===== src/rtl/disable_pkg.sv =====
// Shared types and constants for the sensor-disable sequencer.
// Holds the FSM state encoding, the 100 MHz default timings and a helper
// that sizes the strike counter from the configured strike limit.
package disable_pkg;

  // FSM state encoding; also exported on the debug 'state' port.
  typedef enum logic [1:0] {
    IDLE    = 2'd0,
    HOLD    = 2'd1,
    RESUME  = 2'd2,
    LOCKOUT = 2'd3
  } state_t;

  // Default timings for a 100 MHz system clock.
  localparam int DEF_CLK_HZ    = 100_000_000;
  localparam int DEF_HOLD_CYC  = 75_000_000;   // 0.75 s motor gate
  localparam int DEF_PAUSE_CYC = 150_000_000;  // 1.5 s navigation pause
  localparam int DEF_TIMER_W   = 28;           // 2^28 > 150e6

  // The strike counter only has to reach MAX_STRIKES-1; the next counted
  // rise goes to LOCKOUT instead of incrementing. Always at least one bit.
  function automatic int strike_width(input int max_strikes);
    int w;
    w = $clog2(max_strikes);
    if (w < 1) begin
      w = 1;
    end
    return w;
  endfunction

  // Registered output decode helpers, one per output, keyed on state.
  function automatic logic state_enable(input state_t s);
    return (s == IDLE) || (s == RESUME);
  endfunction

  function automatic logic state_pause(input state_t s);
    return (s != IDLE);
  endfunction

  function automatic logic state_lockout(input state_t s);
    return (s == LOCKOUT);
  endfunction

endpackage


===== src/rtl/sns_trig_detect.sv =====
// Sensor trigger front end: masks the per-channel disable requests, ORs
// them into a single trigger and detects its rising edge.
module sns_trig_detect #(
  parameter int NUM_SNS = 2
) (
  input  logic               clk,
  input  logic               rst,
  input  logic [NUM_SNS-1:0] sns_disable,
  input  logic [NUM_SNS-1:0] sns_mask,
  output logic               trig,
  output logic               rise,
  output logic [NUM_SNS-1:0] masked
);

  logic trig_q_reg;

  // Per-channel masking: a channel with mask 0 can never contribute.
  genvar gi;
  generate
    for (gi = 0; gi < NUM_SNS; gi++) begin : g_mask
      assign masked[gi] = sns_disable[gi] & sns_mask[gi];
    end
  endgenerate

  assign trig = |masked;
  assign rise = trig & ~trig_q_reg;

  // Previous-cycle trigger, used for rising-edge (strike) detection.
  always_ff @(posedge clk) begin
    if (rst) begin
      trig_q_reg <= 1'b0;
    end else begin
      trig_q_reg <= trig;
    end
  end

endmodule


===== src/rtl/disable_sequencer.sv =====
// Drivetrain sensor-disable sequencer.
// A masked sensor trigger drops 'enable' for HOLD_CYC cycles and raises
// 'pause' for PAUSE_CYC cycles. Repeated rising triggers inside one pause
// episode are counted as strikes; reaching MAX_STRIKES latches LOCKOUT,
// which only a 'clr' pulse with all active sensors quiet releases.
// 'cause' accumulates the channels that contributed to the episode.
//
// Parameter constraints (not checked in hardware):
//   HOLD_CYC >= 1, PAUSE_CYC > HOLD_CYC, 2^TIMER_W > PAUSE_CYC,
//   MAX_STRIKES >= 1. Under these the timer reaches its terminal
//   compare before it could wrap.
module disable_sequencer
  import disable_pkg::*;
#(
  parameter int NUM_SNS     = 2,
  parameter int HOLD_CYC    = DEF_HOLD_CYC,
  parameter int PAUSE_CYC   = DEF_PAUSE_CYC,
  parameter int TIMER_W     = DEF_TIMER_W,
  parameter int RETRIGGER   = 1,
  parameter int MAX_STRIKES = 3
) (
  input  logic               clk,
  input  logic               rst,
  input  logic [NUM_SNS-1:0] sns_disable,
  input  logic [NUM_SNS-1:0] sns_mask,
  input  logic               clr,
  output logic               enable,
  output logic               pause,
  output logic               lockout,
  output logic [NUM_SNS-1:0] cause,
  output logic [1:0]         state
);

  localparam int STRIKE_W = strike_width(MAX_STRIKES);

  localparam logic [TIMER_W-1:0]  HOLD_LAST   = TIMER_W'(HOLD_CYC - 1);
  localparam logic [TIMER_W-1:0]  PAUSE_LAST  = TIMER_W'(PAUSE_CYC - 1);
  localparam logic [TIMER_W-1:0]  TIMER_ONE   = TIMER_W'(1);
  localparam logic [STRIKE_W-1:0] STRIKE_LAST = STRIKE_W'(MAX_STRIKES - 1);
  localparam logic [STRIKE_W-1:0] STRIKE_ONE  = STRIKE_W'(1);

  // Trigger front end.
  logic               trig;
  logic               rise;
  logic [NUM_SNS-1:0] masked;

  sns_trig_detect #(
    .NUM_SNS (NUM_SNS)
  ) u_trig (
    .clk         (clk),
    .rst         (rst),
    .sns_disable (sns_disable),
    .sns_mask    (sns_mask),
    .trig        (trig),
    .rise        (rise),
    .masked      (masked)
  );

  // Sequencer state.
  state_t              state_reg,   state_next;
  logic [TIMER_W-1:0]  timer_reg,   timer_next;
  logic [STRIKE_W-1:0] strikes_reg, strikes_next;
  logic [NUM_SNS-1:0]  cause_reg,   cause_next;

  // Registered outputs, decoded from the next state so they change on
  // the same edge as the state itself.
  logic enable_reg;
  logic pause_reg;
  logic lockout_reg;

  // A counted rise that would reach the strike limit; this overrides any
  // HOLD/RESUME transition on the same edge.
  logic strike_out;
  assign strike_out = rise && (strikes_reg == STRIKE_LAST);

  // Whether a trigger in HOLD restarts the hold timer.
  logic hold_restart;
  assign hold_restart = (RETRIGGER != 0) && trig;

  // State, timer, strike counter and cause register.
  always_ff @(posedge clk) begin
    if (rst) begin
      state_reg   <= IDLE;
      timer_reg   <= '0;
      strikes_reg <= '0;
      cause_reg   <= '0;
    end else begin
      state_reg   <= state_next;
      timer_reg   <= timer_next;
      strikes_reg <= strikes_next;
      cause_reg   <= cause_next;
    end
  end

  // Next-state logic for the episode FSM and its datapath.
  always_comb begin
    state_next   = state_reg;
    timer_next   = timer_reg;
    strikes_next = strikes_reg;
    cause_next   = cause_reg;

    case (state_reg)
      IDLE: begin
        // The trigger that opens an episode is never counted as a strike.
        if (trig) begin
          state_next   = HOLD;
          timer_next   = '0;
          strikes_next = '0;
          cause_next   = masked;
        end
      end

      HOLD: begin
        cause_next = cause_reg | masked;
        if (strike_out) begin
          // Timer is left where it is; it stays frozen in LOCKOUT.
          state_next = LOCKOUT;
        end else begin
          if (rise) begin
            strikes_next = strikes_reg + STRIKE_ONE;
          end
          if (hold_restart) begin
            // Keeps the motor gated for as long as a sensor is asserted.
            timer_next = '0;
          end else begin
            timer_next = timer_reg + TIMER_ONE;
            if (timer_reg == HOLD_LAST) begin
              state_next = RESUME;
            end
          end
        end
      end

      RESUME: begin
        cause_next = cause_reg | masked;
        if (strike_out) begin
          state_next = LOCKOUT;
        end else begin
          if (rise) begin
            strikes_next = strikes_reg + STRIKE_ONE;
          end
          if (trig) begin
            // Any trigger while moving again re-gates the motor,
            // independent of the retrigger setting.
            state_next = HOLD;
            timer_next = '0;
          end else if (timer_reg == PAUSE_LAST) begin
            state_next = IDLE;
            timer_next = '0;
          end else begin
            timer_next = timer_reg + TIMER_ONE;
          end
        end
      end

      LOCKOUT: begin
        cause_next = cause_reg | masked;
        // Clearing while a sensor is still asserted would immediately
        // re-enter the fault, so it is refused.
        if (clr && !trig) begin
          state_next   = IDLE;
          strikes_next = '0;
          cause_next   = '0;
        end
      end

      default: begin
        state_next = IDLE;
        timer_next = '0;
      end
    endcase
  end

  // Output decode register.
  always_ff @(posedge clk) begin
    if (rst) begin
      enable_reg  <= 1'b1;
      pause_reg   <= 1'b0;
      lockout_reg <= 1'b0;
    end else begin
      enable_reg  <= state_enable(state_next);
      pause_reg   <= state_pause(state_next);
      lockout_reg <= state_lockout(state_next);
    end
  end

  assign enable  = enable_reg;
  assign pause   = pause_reg;
  assign lockout = lockout_reg;
  assign cause   = cause_reg;
  assign state   = state_reg;

endmodule

===== config.mk =====
export PLATFORM = sky130hd
export DESIGN_NAME = disable_sequencer
export DESIGN_NICKNAME = d
export VERILOG_FILES = /design/src/rtl/disable_pkg.sv /design/src/rtl/sns_trig_detect.sv /design/src/rtl/disable_sequencer.sv
export SDC_FILE = /design/constraint.sdc
export NUM_CORES = 1
export LEC_CHECK = 0
export CORE_ASPECT_RATIO = 0.75
export CORE_UTILIZATION = 62
export DETAILED_ROUTE_END_ITERATION = 8
export MAX_ROUTING_LAYER = met4
export PLACE_DENSITY = 0.83
export SLEW_MARGIN = 20
export SYNTH_ARGS = -nofsm -noshare
export SYNTH_HDL_FRONTEND = slang
export SYNTH_HIERARCHICAL = 1
export SYNTH_SLANG_ARGS = --single-unit

===== constraint.sdc =====
create_clock -name clk -period 4.9 [get_ports clk]
set_input_delay 0.98 -clock clk [delete_from_list [all_inputs] [get_ports clk]]
set_output_delay 0.98 -clock clk [all_outputs]
set_load 0.1 [all_outputs]

==> out/qor.yml, run 1 <==
placed_cells: 289
wl_met2_mm: 1.78
ant_nets: 0
place_hpwl_mm: 3.07
max_slew_margin_pct: 35.2
clock-sinks: 38
cts_tree: "built"
drive_gt1_share_pct: 6.18
ir_drop_uv: 283
antenna_cells: 0
start_kind: "input pin"
syn_area_per_cell_sq_um: 8.37
antenna_found_initial: 0
hp-class: "reg -> reg"
hold_viol_final: 0
syn2layout_area_growth_pct: 11.6
drv_cap: 0
layout_min_cycle_time_ps: 3410
grt_first_pass_wirelength_mm: 7.31
combPwrFrac_pct: 43.4
finalCritPeriodShare_pct: 69.6
root_buffer: "clkbuf_8"
cts.clk_slew.worst_paths_ps: 70
clock_skew_ps: 3.37
async_flop_share_pct: 0
clk_latency_ps: 290
switching_share_pct: 42.9
die_w_um: 68.4
drt_drc_violations_left: 0
sequentialPowerShare_pct: 35.2
mostFrequentLayoutCells: "38 x dfxtp_1, 32 x nor2_1, 16 x nand2_1, 14 x nand3_1, 14 x a21oi_1"
postCtsResizedCells: 0
drtIter0Drc: 134
pwr-share-clk_pct: 21.4
cts_buffer_depth: 2
synthDistinctLibCells: 46
met3_length_um: 245
nets: 272
netlist.area_leader.share_pct: 37.1
tightest_slew_ps: 969
drv_slew: 0
worstSetupPathType: "in -> reg"
placed_cell_area_sq_um: 2200
power_switching_mw: 0.436
ys_seq_elements: 38
synth_area_sq_um: 2050
grt_pass1_vias: 1632
final_common_cell: "dfxtp_1"
ioPinCount: 14
cp_data_arrival_time_ps: 3640
setup_viol: 0
holdBufCountCts: 0
timing.fmax_mhz: 293
die_area_sq_um: 3540
initial_core_util_pct: 67.4
leakage_nw: 0.736
final_cells: 297
cts_made_buffers: 5
vias_per_cell: 6.13
end_kind: "register"
tns_ps: 0
wl_met1_mm: 2.15
cts_setup_buffers: 0
finalWirelength_mm: 4.27
synth_flop_cell: "dfxtp_1"
grt_max_degree: 29
gp_congestion: 0.919
synth_edf_count: 0
port_buffers: 13
die_h_um: 51.8
ys_seq_area_share_pct: 37.1
cts.htree.levels: 2
gr-total-overflow: 0
rows: 17
rsz0062_at_grt: "false"
yosys.area.top_type: "dfxtp_1"
synthesis.nets: 259
largest_reg_flops: 28
final_area_sq_um: 2290
finalPower_mw: 1.02
power.density_nw_per_um2: 445
core_region_area_sq_um: 3040
syn_inst: 245
required_ps: 5130
nFillCells: 237
top_layer: "met4"
p_int_mw: 0.582
status: "finished, final reports clean"
cp_max_fo: 7
drt_first_pass_iters: 4
wire_per_inst_um: 14.4
ys_warn_count: 6
grt_util_all_layers_pct: 28.9
vias: 1822
synthTopCellsByArea: "dfxtp_1 37%, nor2_1 5.9%, xor2_1 4.7%, ha_1 4.3%, xnor2_1 3.8%"
==> worst max-delay path, cell delays in order <==
cell and delay (ps):
clkdlybuf4s50_1 430, a22oi_2 250, nor2_1 160, o211a_4 180, or4_4 470, or3_1 490, or4_1 530, a21oi_1 150
==> path summary, 6_finish.rpt <==
check,slack (ps),start,end,depth (start not counted)
hold reg to reg,480,strikes_reg[1]$_SDFFE_PP0P_,strikes_reg[1]$_SDFFE_PP0P_,2
setup / recovery,1490,sns_disable[0],timer_reg[27]$_SDFFE_PP0P_,8
hold / removal,480,strikes_reg[1]$_SDFFE_PP0P_,strikes_reg[1]$_SDFFE_PP0P_,2
setup reg to reg,2030,state[0]$_SDFF_PP0_,timer_reg[27]$_SDFFE_PP0P_,7
==> layer usage <==
metal	GRT usage (%)	up-vias
met3	6.80	13
met5	-	-
met2	41.0	56
met1	39.0	839
li1	-	914
met4	12.5	0
==> layout make-up <==
class	count	area, sq um	area share (%)
Multi-Input combinational cell	190	1220	53.2
Tap cell	38	47.5	2.08
Clock inverter	1	5.00	0.219
Sequential cell	38	761	33.3
Clock buffer	7	86.3	3.77
Timing Repair Buffer	14	138	6.02
Inverter	9	33.8	1.48
==> metrics by stage <==
step | hold slack (ps) | setup WS (ps) | util (%)
final | 482 | 1490 | 75.2
after global routing | 517 | 1310 | 75.2
after CTS | 484 | 1510 | 75.2
after detailed placement | 473 | 1200 | 72.2
after global placement | 465 | 1250 | 72.2
after floorplan | 450 | 1420 | -
==> cells in the mapped netlist (2+ instances only) <==
| library cell | instances |
|---|---|
| nor4bb_1 | 3 |
| a22oi_1 | 3 |
| o211ai_1 | 2 |
| nand3_1 | 14 |
| and2_1 | 3 |
| and4_1 | 4 |
| ha_1 | 7 |
| nand4_1 | 8 |
| nor2b_1 | 2 |
| o21ai_0 | 6 |
| nor4_1 | 6 |
| o22ai_1 | 2 |
| a31oi_1 | 3 |
| nor3_1 | 4 |
| nand2b_1 | 4 |
| xor2_1 | 11 |
| clkbuf_1 | 6 |
| o31ai_1 | 3 |
| dfxtp_1 | 38 |
| a21oi_1 | 14 |
| xnor2_1 | 9 |
| nand2_1 | 16 |
| nor2_1 | 32 |
| or4_1 | 6 |
| nand3b_1 | 2 |
| inv_1 | 9 |
| a221oi_1 | 2 |
| or3_1 | 6 |
| and3_1 | 3 |
==> logic make-up (layout without fill, tap and decap cells) <==
family / after synthesis / count (layout) / synth area share (%)
DFF: 38 / 38 / 37.1
AOI/OAI and AO/OA: 42 / 42 / 13.6
buffers and inverters: 17 / 31 / 3.54
adders and majority gates: 7 / 7 / 4.27
and+or+nand+nor: 119 / 119 / 31.9
muxes: 2 / 2 / 1.04
xor gates and xnor gates: 20 / 20 / 8.55
==> power by group through the flow <==
stage,combinational (mW),sequential (mW),clock (mW)
2_1_floorplan,0.212,0.502,0
3_3_place_gp,0.432,0.363,0
3_5_place_dp,0.436,0.365,0
4_1_cts,0.440,0.358,0.223
5_1_grt,0.481,0.362,0.235
6_report,0.442,0.358,0.218
Power figures use the tool's default switching activity.
==> run 2: changes to the inputs <==
- CORE_UTILIZATION: 62 -> 52
- PLACE_DENSITY: 0.83 -> 0.75
- clock period: 4.9 -> 3.05 ns (I/O delays scaled with it)
==> run 2 against run 1 <==
Compared with the run above:
- combinational power rose by 67%
- sequential power rose by 63%
- design area rose by 3.8%
- register-to-register slack got worse by 1600 ps
- utilization fell by 11 points
- via count rose by 1.9%
- die area rose by 19%
- cell count rose by 8.8%
- power rose by 62%
- wire length rose by 5.7%
- global-route usage fell by 4.4 points
- sequential share of layout area fell by 0.91 points
- largest cell class unchanged
- highest routed layer unchanged
==> out/qor.yml, run 2 (same netlist as run 1, synthesis figures left out) <==
initial_core_util_pct: 55.3  # -12 points
gp_congestion: 0.863  # -6.1%
syn2layout_area_growth_pct: 15.9
grt_pass1_vias: 1632  # unchanged
die_w_um: 74.5  # +8.9%
rsz0062_at_grt: "false"
holdBufCountCts: 0  # unchanged
nets: 284  # +4.4%
power.density_nw_per_um2: 693  # +56%
finalCritPeriodShare_pct: 91.9
antenna_found_initial: 0  # unchanged
final_common_cell: "dfxtp_1"
rows: 19  # +2
nFillCells: 327  # +38%
cts_tree: "built"
die_h_um: 56.4  # +8.8%
required_ps: 3270  # -1860 ps
core_region_area_sq_um: 3710  # +22%
gr-total-overflow: 0  # unchanged
ioPinCount: 14  # unchanged
end_kind: "register"
finalPower_mw: 1.65  # +62%
clock_skew_ps: 3.15  # -0.215 ps
worstSetupPathType: "in -> reg"
grt_util_all_layers_pct: 24.5  # -4.4 points
cts_setup_buffers: 0  # unchanged
hold_viol_final: 0  # unchanged
root_buffer: "clkbuf_8"
area.sequential_sq_um: 768  # +0.99%
drv_slew: 0  # unchanged
tightest_slew_ps: 467  # -502 ps
tns_ps: 0  # unchanged
drtIter0Drc: 167  # +25%
clock-sinks: 38  # unchanged
placed_cells: 315  # +9.0%
layout_min_cycle_time_ps: 2800
drive_gt1_share_pct: 13.3  # +7.1 points
largest_reg_flops: 28  # unchanged
drt_first_pass_iters: 4  # unchanged
status: "finished, final reports clean"
mostFrequentLayoutCells: "36 x dfxtp_1, 32 x nor2_1, 20 x buf_4, 16 x nand2_1"
vias_per_cell: 5.75  # -6.3%
cts_buffer_depth: 2  # unchanged
cts_made_buffers: 5  # unchanged
cp_data_arrival_time_ps: 3020  # -620 ps
clk_latency_ps: 280  # about the same
crit_path_max_incr_delay_ps: 510  # -20 ps
postCtsResizedCells: 0  # unchanged
max_slew_margin_pct: 68.9  # +34 points
drv_cap: 0  # unchanged
antenna_cells: 0  # unchanged
ant_nets: 0  # unchanged
port_buffers: 13  # unchanged
grt_max_degree: 29  # unchanged
vias: 1856  # +1.9%
place_hpwl_mm: 3.31  # +7.6%
cts.htree.levels: 2  # unchanged
fin_hold_ws_ps: 481  # -1.32 ps
crit_chain: "clkdlybuf4s50_1, a22oi_2, nor2_1, o211a_4, or4_4, or3_1, or4_1, a21oi_1"
final_cells: 323  # +8.8%
start_kind: "input pin"
wire_per_inst_um: 14.0  # -2.8%
multi_input_area_sq_um: 1220  # unchanged
finalWirelength_mm: 4.51  # +5.7%
hp-class: "reg -> reg"
leakage_nw: 0.800  # +8.7%
setup_viol: 0  # unchanged
die_area_sq_um: 4200  # +19%
ir_drop_uv: 528  # +86%
timing.fmax_mhz: 357
cp_max_fo: 3  # -4
grt_first_pass_wirelength_mm: 7.70  # +5.3%
drt_drc_violations_left: 0  # unchanged
crit_slowest_cell: "or4_1"
cts.clk_slew.worst_paths_ps: 70  # about the same
[run 2: final timing paths]
path	startpoint	end	slack, ps	depth (start not counted)
setup / recovery	sns_disable[0]	timer_reg[27]$_SDFFE_PP0P_	250	8
hold / removal	strikes_reg[1]$_SDFFE_PP0P_	strikes_reg[1]$_SDFFE_PP0P_	480	2
setup reg to reg	state[0]$_SDFF_PP0_	timer_reg[27]$_SDFFE_PP0P_	450	7
hold reg to reg	strikes_reg[1]$_SDFFE_PP0P_	strikes_reg[1]$_SDFFE_PP0P_	480	2
[run 2: per-layer routing]
metal  track usage, %  up-vias  routed length, um
met2             32.6       47               1880
met1             36.9      866               2410
met3             5.75        4                196
met5                -        -                  0
li1                 -      939                  -
met4             5.66        0                 27
[run 2: final cells by class]
cell class / instances / share of cell area [%]
repair buffers: 26 / 8.85
clock inverters: 2 / 0.369
multi-input cells: 190 / 51.2
flip-flops and latches: 38 / 32.3
well taps: 52 / 2.74
clock buffers: 6 / 3.06
inverters: 9 / 1.42
[run 2: critical path: cells and delay by family]
| family | cells | cell delay (ps) |
|---|---|---|
| AOI/OAI and AO/OA | 3 | 520 |
| buffers and inverters | 1 | 430 |
| and+or+nand+nor | 4 | 1460 |
[run 2: per-stage QoR]
step	setup slack [ps]	util, %	instance area [sq um]
2_1_floorplan	149	-	2060
3_3_place_gp	-13.9	61.8	2290
3_5_place_dp	-31.4	61.8	2290
4_1_cts	255	64.0	2370
5_1_grt	97.8	64.0	2370
6_report	246	64.0	2370
[run 2: power breakdown]
group	internal (mW)	switching [mW]	leakage, nW
Sequential	0.550	0.0323	0.309
Clock	0.157	0.166	0.0426
Combinational	0.225	0.515	0.448
